**config.mk**
```make
export PLATFORM = sky130hd
export DESIGN_NAME = track_mode_sched
export DESIGN_NICKNAME = d
export VERILOG_FILES = /design/src/rtl/car_pkg.sv /design/src/rtl/ir_debounce.sv /design/src/rtl/track_mode_sched.sv
export SDC_FILE = /design/constraint.sdc
export NUM_CORES = 1
export LEC_CHECK = 0
export ABC_CLOCK_PERIOD_IN_PS = 6000
export BUFFER_PORTS_ARGS = -buffer_cell sky130_fd_sc_hd__buf_2
export CAP_MARGIN = 10
export CORE_AREA = 3 3 82 84
export DETAILED_ROUTE_END_ITERATION = 10
export DIE_AREA = 0 0 85 87
export MAX_ROUTING_LAYER = met4
export PLACE_DENSITY = 0.63
export SYNTH_ARGS = -nofsm -noshare
export SYNTH_HDL_FRONTEND = slang
export SYNTH_HIERARCHICAL = 1
export SYNTH_SLANG_ARGS = --single-unit
export TNS_END_PERCENT = 50
```
**constraint.sdc**
```tcl
create_clock -name clk_i -period 6 [get_ports clk_i]
set_clock_uncertainty 0.2 [all_clocks]
set_input_delay 0.9 -clock clk_i [delete_from_list [all_inputs] [get_ports clk_i]]
set_output_delay 0.9 -clock clk_i [all_outputs]
set_load 0.03 [all_outputs]
```
**src/rtl/car_pkg.sv**
```systemverilog
// Shared types for the line-following scheduler: FSM states, steering modes, turn direction.
package car_pkg;

    typedef enum logic [2:0] {
        IDLE    = 3'd0,
        TRACK   = 3'd1,
        LOST    = 3'd2,
        SEARCH  = 3'd3,
        BLOCKED = 3'd4,
        HALT    = 3'd5
    } state_e;

    localparam logic [2:0] MODE_FWD   = 3'b111;
    localparam logic [2:0] MODE_SL    = 3'b110;
    localparam logic [2:0] MODE_HL    = 3'b100;
    localparam logic [2:0] MODE_SR    = 3'b011;
    localparam logic [2:0] MODE_HR    = 3'b001;
    localparam logic [2:0] MODE_PIVOT = 3'b000;

    localparam logic LEFT  = 1'b0;
    localparam logic RIGHT = 1'b1;

    // Sensor patterns that map one-to-one onto a motor steering mode.
    function automatic logic is_track_mode(input logic [2:0] pat);
        return pat inside {MODE_FWD, MODE_SL, MODE_HL, MODE_SR, MODE_HR};
    endfunction

endpackage

```
**src/rtl/ir_debounce.sv**
```systemverilog
// Tick-gated debounce of the 3 IR tracker inputs; a pattern is accepted after DEB_N
// identical consecutive tick samples.
module ir_debounce #(
    parameter int DEB_N = 3
) (
    input  logic       clk_i,
    input  logic       rst_i,
    input  logic       tick_i,
    input  logic [2:0] ir_i,
    output logic [2:0] ir_stable_o
);

    localparam int CW = (DEB_N > 1) ? $clog2(DEB_N) : 1;

    logic [2:0]    prev_q, prev_d;
    logic [2:0]    stable_q, stable_d;
    logic [CW-1:0] cnt_q, cnt_d;

    always_comb begin
        prev_d   = prev_q;
        stable_d = stable_q;
        cnt_d    = cnt_q;
        if (tick_i) begin
            prev_d = ir_i;
            if (ir_i == prev_q) begin
                if (cnt_q != CW'(DEB_N - 1)) begin
                    cnt_d = cnt_q + 1'b1;
                end
            end else begin
                cnt_d = '0;
            end
            // Saturated count means the pattern has held for DEB_N samples.
            if (cnt_d == CW'(DEB_N - 1)) begin
                stable_d = ir_i;
            end
        end
    end

    always_ff @(posedge clk_i) begin
        if (!rst_i) begin
            prev_q   <= 3'b111;
            stable_q <= 3'b111;
            cnt_q    <= '0;
        end else begin
            prev_q   <= prev_d;
            stable_q <= stable_d;
            cnt_q    <= cnt_d;
        end
    end

    assign ir_stable_o = stable_q;

endmodule

```
**src/rtl/track_mode_sched.sv**
```systemverilog
// Line-following scheduler: tick divider, obstacle flag with hysteresis and the
// steering FSM producing registered mode/halt for the motor block.
module track_mode_sched
    import car_pkg::*;
#(
    parameter int         TICK_DIV     = 4096,
    parameter int         DEB_N        = 3,
    parameter int         LOST_TICKS   = 64,
    parameter int         SEARCH_TICKS = 512,
    parameter logic [9:0] STOP_CM      = 10'd20,
    parameter logic [9:0] HYST_CM      = 10'd5
) (
    input  logic       clk_i,
    input  logic       rst_i,
    input  logic       en_i,
    input  logic [2:0] ir_i,
    input  logic [9:0] dist_cm_i,
    input  logic       dist_valid_i,
    output logic [2:0] mode_o,
    output logic       halt_o,
    output logic [2:0] state_o
);

    localparam int TW = (TICK_DIV > 1)     ? $clog2(TICK_DIV)     : 1;
    localparam int LW = (LOST_TICKS > 1)   ? $clog2(LOST_TICKS)   : 1;
    localparam int SW = (SEARCH_TICKS > 1) ? $clog2(SEARCH_TICKS) : 1;

    localparam logic [10:0] STOP_EXT    = {1'b0, STOP_CM};
    localparam logic [10:0] RELEASE_EXT = {1'b0, STOP_CM} + {1'b0, HYST_CM};

    logic [TW-1:0] tick_cnt_q, tick_cnt_d;
    logic          tick;
    logic          blk_flag_q, blk_flag_d;
    logic [2:0]    ir_stable;
    state_e        state_q, state_d;
    logic [2:0]    mode_q, mode_d;
    logic          halt_q, halt_d;
    logic          last_dir_q, last_dir_d;
    logic [LW-1:0] lost_cnt_q, lost_cnt_d;
    logic [SW-1:0] search_cnt_q, search_cnt_d;
    logic [10:0]   dist_ext;

    ir_debounce #(.DEB_N(DEB_N)) u_ir_debounce (
        .clk_i       (clk_i),
        .rst_i       (rst_i),
        .tick_i      (tick),
        .ir_i        (ir_i),
        .ir_stable_o (ir_stable)
    );

    assign tick       = (tick_cnt_q == TW'(TICK_DIV - 1));
    assign tick_cnt_d = tick ? '0 : tick_cnt_q + 1'b1;
    assign dist_ext   = {1'b0, dist_cm_i};

    // Between the stop and release thresholds the flag keeps its previous value.
    always_comb begin
        blk_flag_d = blk_flag_q;
        if (dist_valid_i) begin
            if (dist_ext < STOP_EXT) begin
                blk_flag_d = 1'b1;
            end else if (dist_ext >= RELEASE_EXT) begin
                blk_flag_d = 1'b0;
            end
        end
    end

    always_comb begin
        state_d      = state_q;
        mode_d       = mode_q;
        last_dir_d   = last_dir_q;
        lost_cnt_d   = lost_cnt_q;
        search_cnt_d = search_cnt_q;

        if (!en_i) begin
            state_d = IDLE;
        end else if (blk_flag_q && (state_q inside {TRACK, LOST, SEARCH})) begin
            state_d = BLOCKED;
        end else if (tick) begin
            unique case (state_q)
                IDLE: state_d = TRACK;
                TRACK: begin
                    if (ir_stable == MODE_PIVOT) begin
                        state_d    = LOST;
                        mode_d     = MODE_PIVOT;
                        lost_cnt_d = '0;
                    end else if (is_track_mode(ir_stable)) begin
                        mode_d = ir_stable;
                        if (ir_stable == MODE_SL || ir_stable == MODE_HL) begin
                            last_dir_d = LEFT;
                        end else if (ir_stable == MODE_SR || ir_stable == MODE_HR) begin
                            last_dir_d = RIGHT;
                        end
                    end
                end
                LOST: begin
                    // Reacquiring the line takes precedence over escalation.
                    if (ir_stable != MODE_PIVOT) begin
                        state_d = TRACK;
                    end else if (lost_cnt_q == LW'(LOST_TICKS - 1)) begin
                        state_d      = SEARCH;
                        search_cnt_d = '0;
                        mode_d       = (last_dir_q == LEFT) ? MODE_HL : MODE_HR;
                    end else begin
                        lost_cnt_d = lost_cnt_q + 1'b1;
                    end
                end
                SEARCH: begin
                    if (ir_stable != MODE_PIVOT) begin
                        state_d = TRACK;
                    end else if (search_cnt_q == SW'(SEARCH_TICKS - 1)) begin
                        state_d = HALT;
                        mode_d  = MODE_FWD;
                    end else begin
                        search_cnt_d = search_cnt_q + 1'b1;
                    end
                end
                BLOCKED: begin
                    if (!blk_flag_q) begin
                        state_d = TRACK;
                    end
                end
                default: ;
            endcase
        end

        if (state_q == IDLE || state_q == BLOCKED) begin
            lost_cnt_d   = '0;
            search_cnt_d = '0;
        end

        halt_d = (state_d == IDLE) || (state_d == BLOCKED) || (state_d == HALT);
    end

    always_ff @(posedge clk_i) begin
        if (!rst_i) begin
            tick_cnt_q   <= '0;
            blk_flag_q   <= 1'b0;
            state_q      <= IDLE;
            mode_q       <= MODE_FWD;
            halt_q       <= 1'b1;
            last_dir_q   <= LEFT;
            lost_cnt_q   <= '0;
            search_cnt_q <= '0;
        end else begin
            tick_cnt_q   <= tick_cnt_d;
            blk_flag_q   <= blk_flag_d;
            state_q      <= state_d;
            mode_q       <= mode_d;
            halt_q       <= halt_d;
            last_dir_q   <= last_dir_d;
            lost_cnt_q   <= lost_cnt_d;
            search_cnt_q <= search_cnt_d;
        end
    end

    assign mode_o  = mode_q;
    assign halt_o  = halt_q;
    assign state_o = state_q;

endmodule

```
Yosys cells after proc, flatten, opt, wreduce, memory -nomap -nowiden
Index checks and enable logic that the tools add are counted.
{"block": "classes", "eq_ne": 25, "n_addsub": 4, "muxes": 34, "reduce_logical": 24, "bitwise": 3, "magnitude_cmp": 2}
{"op": "2-to-1 mux 3 bit", "n": 16}
{"op": "2-to-1 mux 9 bit", "n": 4}
{"op": "equality test 3 bit (second input constant)", "n": 6}
{"op": "2-to-1 mux 6 bit", "n": 3}
{"op": "case mux 9 bit (2 select lines)", "n": 1}
{"op": "case mux 3 bit (5 select lines)", "n": 1}
{"op": "AND reduction 7 bit", "n": 2}
{"op": "adder 12 x 1 -> 12 bit (second input constant)", "n": 1}
{"op": "equality test 12 bit (second input constant)", "n": 1}
{"op": "case mux 6 bit (2 select lines)", "n": 1}
{"op": "greater-or-equal comparator 10 x 5 -> 1 bit (second input constant)", "n": 1}
{"op": "less-than comparator 10 x 5 -> 1 bit (second input constant)", "n": 1}
{"op": "inequality test 2 bit (second input constant)", "n": 5}
{"op": "adder 9 x 1 -> 9 bit (second input constant)", "n": 1}
{"op": "equality test 3 x 2 -> 1 bit (second input constant)", "n": 3}
{"op": "equality test 9 bit (second input constant)", "n": 1}
{"op": "logical NOT 3 bit", "n": 3}
{"op": "case mux 3 bit (3 select lines)", "n": 1}
{"op": "AND reduction 9 bit", "n": 1}
{"op": "AND reduction 8 bit", "n": 1}
{"op": "nonzero test 2 bit", "n": 4}
{"op": "adder 6 x 1 -> 6 bit (second input constant)", "n": 1}
{"op": "equality test 3 x 1 -> 1 bit (second input constant)", "n": 2}
{"op": "equality test 6 bit (second input constant)", "n": 1}
{"op": "14 further kinds", "n": 30}
{"block": "totals", "inputBits": 17, "register_bits": 44}

Logic depth before layout (Yosys ltp)
{"block": "logic_depth", "depth_word": 10, "mapped_depth": 11, "mapped_depth_nobuf": 10}

Modules after synthesis
The synthesis kept the hierarchy.
{"module": "track_mode_sched", "cells_each": 242, "area_each_um2": 2018.2, "seq_area_each_um2": 720.7, "instances": 1}
{"module": "ir_debounce", "cells_each": 41, "area_each_um2": 396.6, "seq_area_each_um2": 160.2, "instances": 1}

Least setup slack after synthesis
Ideal clock, no wire load.
{"block": "synth_timing", "path_kind": "register to register", "from": "register search_cnt_q[0]", "to": "register search_cnt_q[6]", "period_less_slack_ns": 2.515, "t_arrival_ns": 2.245, "t_required_ns": 5.730, "path_buffers": 0, "setup_time_ns": 0.070, "slack_ns": 3.485, "stages_incl_launch_ff": 11, "path_cell_list": "dfxtp_1 ha_1 and3_1 and3_1 and3_1 ha_1 nand2b_1 o31ai_4 nand3_4 or4_1 a21oi_1"}
{"block": "synth_between", "elab_chain_len": 4, "word_cells_on_any_way": 7, "classes_between": "1 x add/sub; 2 x eq/ne; 3 x mux; 1 x reduce/logical"}
{"item": "start, declared", "line_no": "track_mode_sched.sv:40", "source": "logic [SW-1:0] search_cnt_q, search_cnt_d;"}
{"item": "start signal, assigned", "line_no": "track_mode_sched.sv:152", "source": "search_cnt_q <= search_cnt_d;"}
{"item": "adder 9 x 1 -> 9 bit", "line_no": "track_mode_sched.sv:114", "source": "search_cnt_d = search_cnt_q + 1'b1;"}
{"item": "2-to-1 mux 9 bit", "line_no": "track_mode_sched.sv:110", "source": "end else if (search_cnt_q == SW'(SEARCH_TICKS - 1)) begin"}
{"item": "2-to-1 mux 9 bit", "line_no": "track_mode_sched.sv:108", "source": "if (ir_stable != MODE_PIVOT) begin"}
{"item": "case mux 9 bit (2 select lines)", "line_no": "track_mode_sched.sv:79", "source": "unique case (state_q)"}
Several ways; a longest one is shown, not always the timed one. The select of a mux whose other input is x is not followed.
A chain may end at the register's enable or synchronous reset.

Final worst setup path
Same ends and word-level chain as after synthesis.

==> metrics.cfg <==
[clock_network]
cts_resized = 0
cts-buffers-inserted = 5
post-cts-setup-buffer-count = 0
clkTransAtPathRegs_ns = 0.08
cts-root-buf = clkbuf_8
cts_tree = built
clock_sinks = 44
cts_buffer_depth = 2
insertion_delay_ns = 0.30
h-tree-depth = 2
holdBufCountCts = 0

[worst_setup_path]
path_cells = ha_1 -> and3_1 -> and3_1 -> and3_1 -> ha_1 -> nand2b_1 -> o31ai_4 -> nand3_4 -> or4_1 -> a21oi_1
slowest_stage = or4_1
path_max_fanout = 12
path_class = flip-flop to flip-flop
cp.required_ns = 6.03
max_stage_delay_ns = 0.49
cp.arrival_ns = 2.80
worst_setup_path_end_kind = flip-flop
crit_path_start_kind = flip-flop
cpMostUsedCell = and3_1

[status]
status = finished, final reports clean

[cells_and_area]
diodes = 0
area_growth_pct = 9.17
drive_gt1_share_pct = 15.6
n_fill_cell = 588
utilization_pct = 44.0
fin_nets = 323

[floorplanning]
start_util_pct = 40.3
die_h_um = 87
num_rows = 28
dieArea_um2 = 7400
coreArea_um2 = 5990
ios = 24
die_w_um = 85

[sta]
fmax_ghz = 0.361
fin_ws_ns = 3.23
hold_viol_final = 0
finalSetupViolCount = 0
fin_tns_setup_ns = 0
relSlewSlack_pct = 64.7
timing.final.crit_share_pct = 46.1
rsz0062_at_grt = no
final.min_clock_period_ns = 2.77
drv_slew = 0
worst_slew_pin_slew_ns = 0.529

[power_and_ir_drop]
p_leak_uw = 0.000979
vdd_drop_max_mv = 0.123
power_density_nw_per_um2 = 187
finalPower_uw = 493

[synthesis]
synth_cell_types = 55
yosys_warnings = 6
synth_flop_cell = dfxtp_1
synth-edff-count = 0
yosysTopAreaCell = dfxtp_1
synth_area_um2 = 2410
postSynthCellCount = 283
ys_seq_area_share_pct = 36.5
synthTopCellsByArea = dfxtp_1, nor2_1, nand3_1
yosysTopAreaCellShare_pct = 36.5
syn_nets = 305
async_reset_ff_share_pct = 0
syn-mean-instance-area_um2 = 8.53
synth_most_common_cell = dfxtp_1
synth-seq-cells = 44
synth_commonest_cells = dfxtp_1, nor2_1, nand2_1

[flow_run]
drv_cap = 0

[detailed_routing]
drtAntennaViolNets = 0
wl_per_cell_um = 12.7
vias_per_cell = 5.44
wl_um = 4780
initialDrtViolationCount = 152
drc = 0
dr_total_vias = 2046
first_pass_iters = 4

[placement]
pre_cts_ws_ns = 3.27
place_congestion = 0.767
hpwl_um = 3360
port_buffers = 23

[global_routing]
grt_max_degree = 26
grt_pass1_wl_um = 8280
grt_pass1_vias = 1827
antenna_found_initial = 0
grtUsageTotal_pct = 14.0
overflow = 0

[hold_path]
hold_class = flip-flop to flip-flop

## stage by stage
stage	cells	cell area, um2	hold WS [ns]
6_report	376	2640	0.267
4_1_cts	376	2640	0.276
3_3_place_gp	369	2550	0.251
2_1_floorplan	283	2410	0.230
5_1_grt	376	2640	0.311
3_5_place_dp	369	2550	0.260
## critical path, delay by kind of cell (launching register included)
family | cells | cell delay [ns]
AND/OR/NAND/NOR | 6 | 1.46
adder cells (fa/ha/maj) | 2 | 0.44
flip-flops | 1 | 0.34
AO/OA/AOI/OAI | 2 | 0.26
## placed cells by master, fill, tap and decap left out, types with 3 or more instances in the layout
master / instances
nand3_1: 19
mux2i_1: 3
dfxtp_1: 44
and4_4: 3
o41ai_1: 3
o211ai_1: 8
nand2b_1: 3
xor2_1: 6
clkbuf_8: 5
a32oi_1: 3
inv_1: 12
xnor2_1: 6
or4_1: 8
a21oi_1: 17
or2_2: 3
o31ai_1: 4
buf_2: 23
nand2_1: 22
and3_1: 4
and2_1: 5
nor2b_1: 8
o21ai_0: 17
o21a_1: 3
ha_1: 5
nor2_1: 26
or3_1: 6
## layer usage
metal / share of wire (%) / up-vias / GRT usage (%)
met5: 0 / - / -
met4: 2.0 / 0 / 5.90
met3: 4.5 / 8 / 2.84
met2: 43 / 37 / 20.3
met1: 50 / 938 / 18.8
li1: - / 1063 / -
## area by class of cell
class	count	area (um2)	area share [%]
Clock buffer	5	68.8	2.61
Tap cell	75	93.8	3.56
Inverter	13	53.8	2.04
Timing Repair Buffer	23	115	4.37
Sequential cell	44	881	33.4
Multi-Input combinational cell	214	1410	53.5
Clock inverter	2	12.5	0.475
## registers in the layout, indices dropped and copies added, names as in the netlist
register                   count
state_o                        3
u_ir_debounce/ir_stable_o      3
search_cnt_q                   9
last_dir_q                     1
u_ir_debounce/cnt_q            2
lost_cnt_q                     6
blk_flag_q                     1
tick_cnt_q                    12
halt_o                         1
u_ir_debounce/prev_q           3
mode_o                         3
## power by group
group | switching (uW) | internal [uW] | leakage [uW]
clock | 98.5 | 78.9 | 0.0000400
combinational | 10.7 | 8.88 | 0.000584
sequential | 2.34 | 294 | 0.000355
## worst paths after layout
check	start	endpoint	slack, ns	cells after the start
max reg2reg	search_cnt_q[0]	search_cnt_q[6]	3.23	10
min	search_cnt_q[8]	search_cnt_q[8]	0.27	2
max	search_cnt_q[0]	search_cnt_q[6]	3.23	10
min reg2reg	search_cnt_q[8]	search_cnt_q[8]	0.27	2
## logic make-up after synthesis
| logic type | count (synthesis) | share of synthesized area, % |
|---|---|---|
| compound gates | 67 | 18.7 |
| xor+xnor | 13 | 5.49 |
| fa+ha+maj | 5 | 2.59 |
| buf+inv | 25 | 5.08 |
| flops | 44 | 36.5 |
| mux | 3 | 1.24 |
| simple gates | 126 | 30.5 |
(Power assumes the default switching activity.)
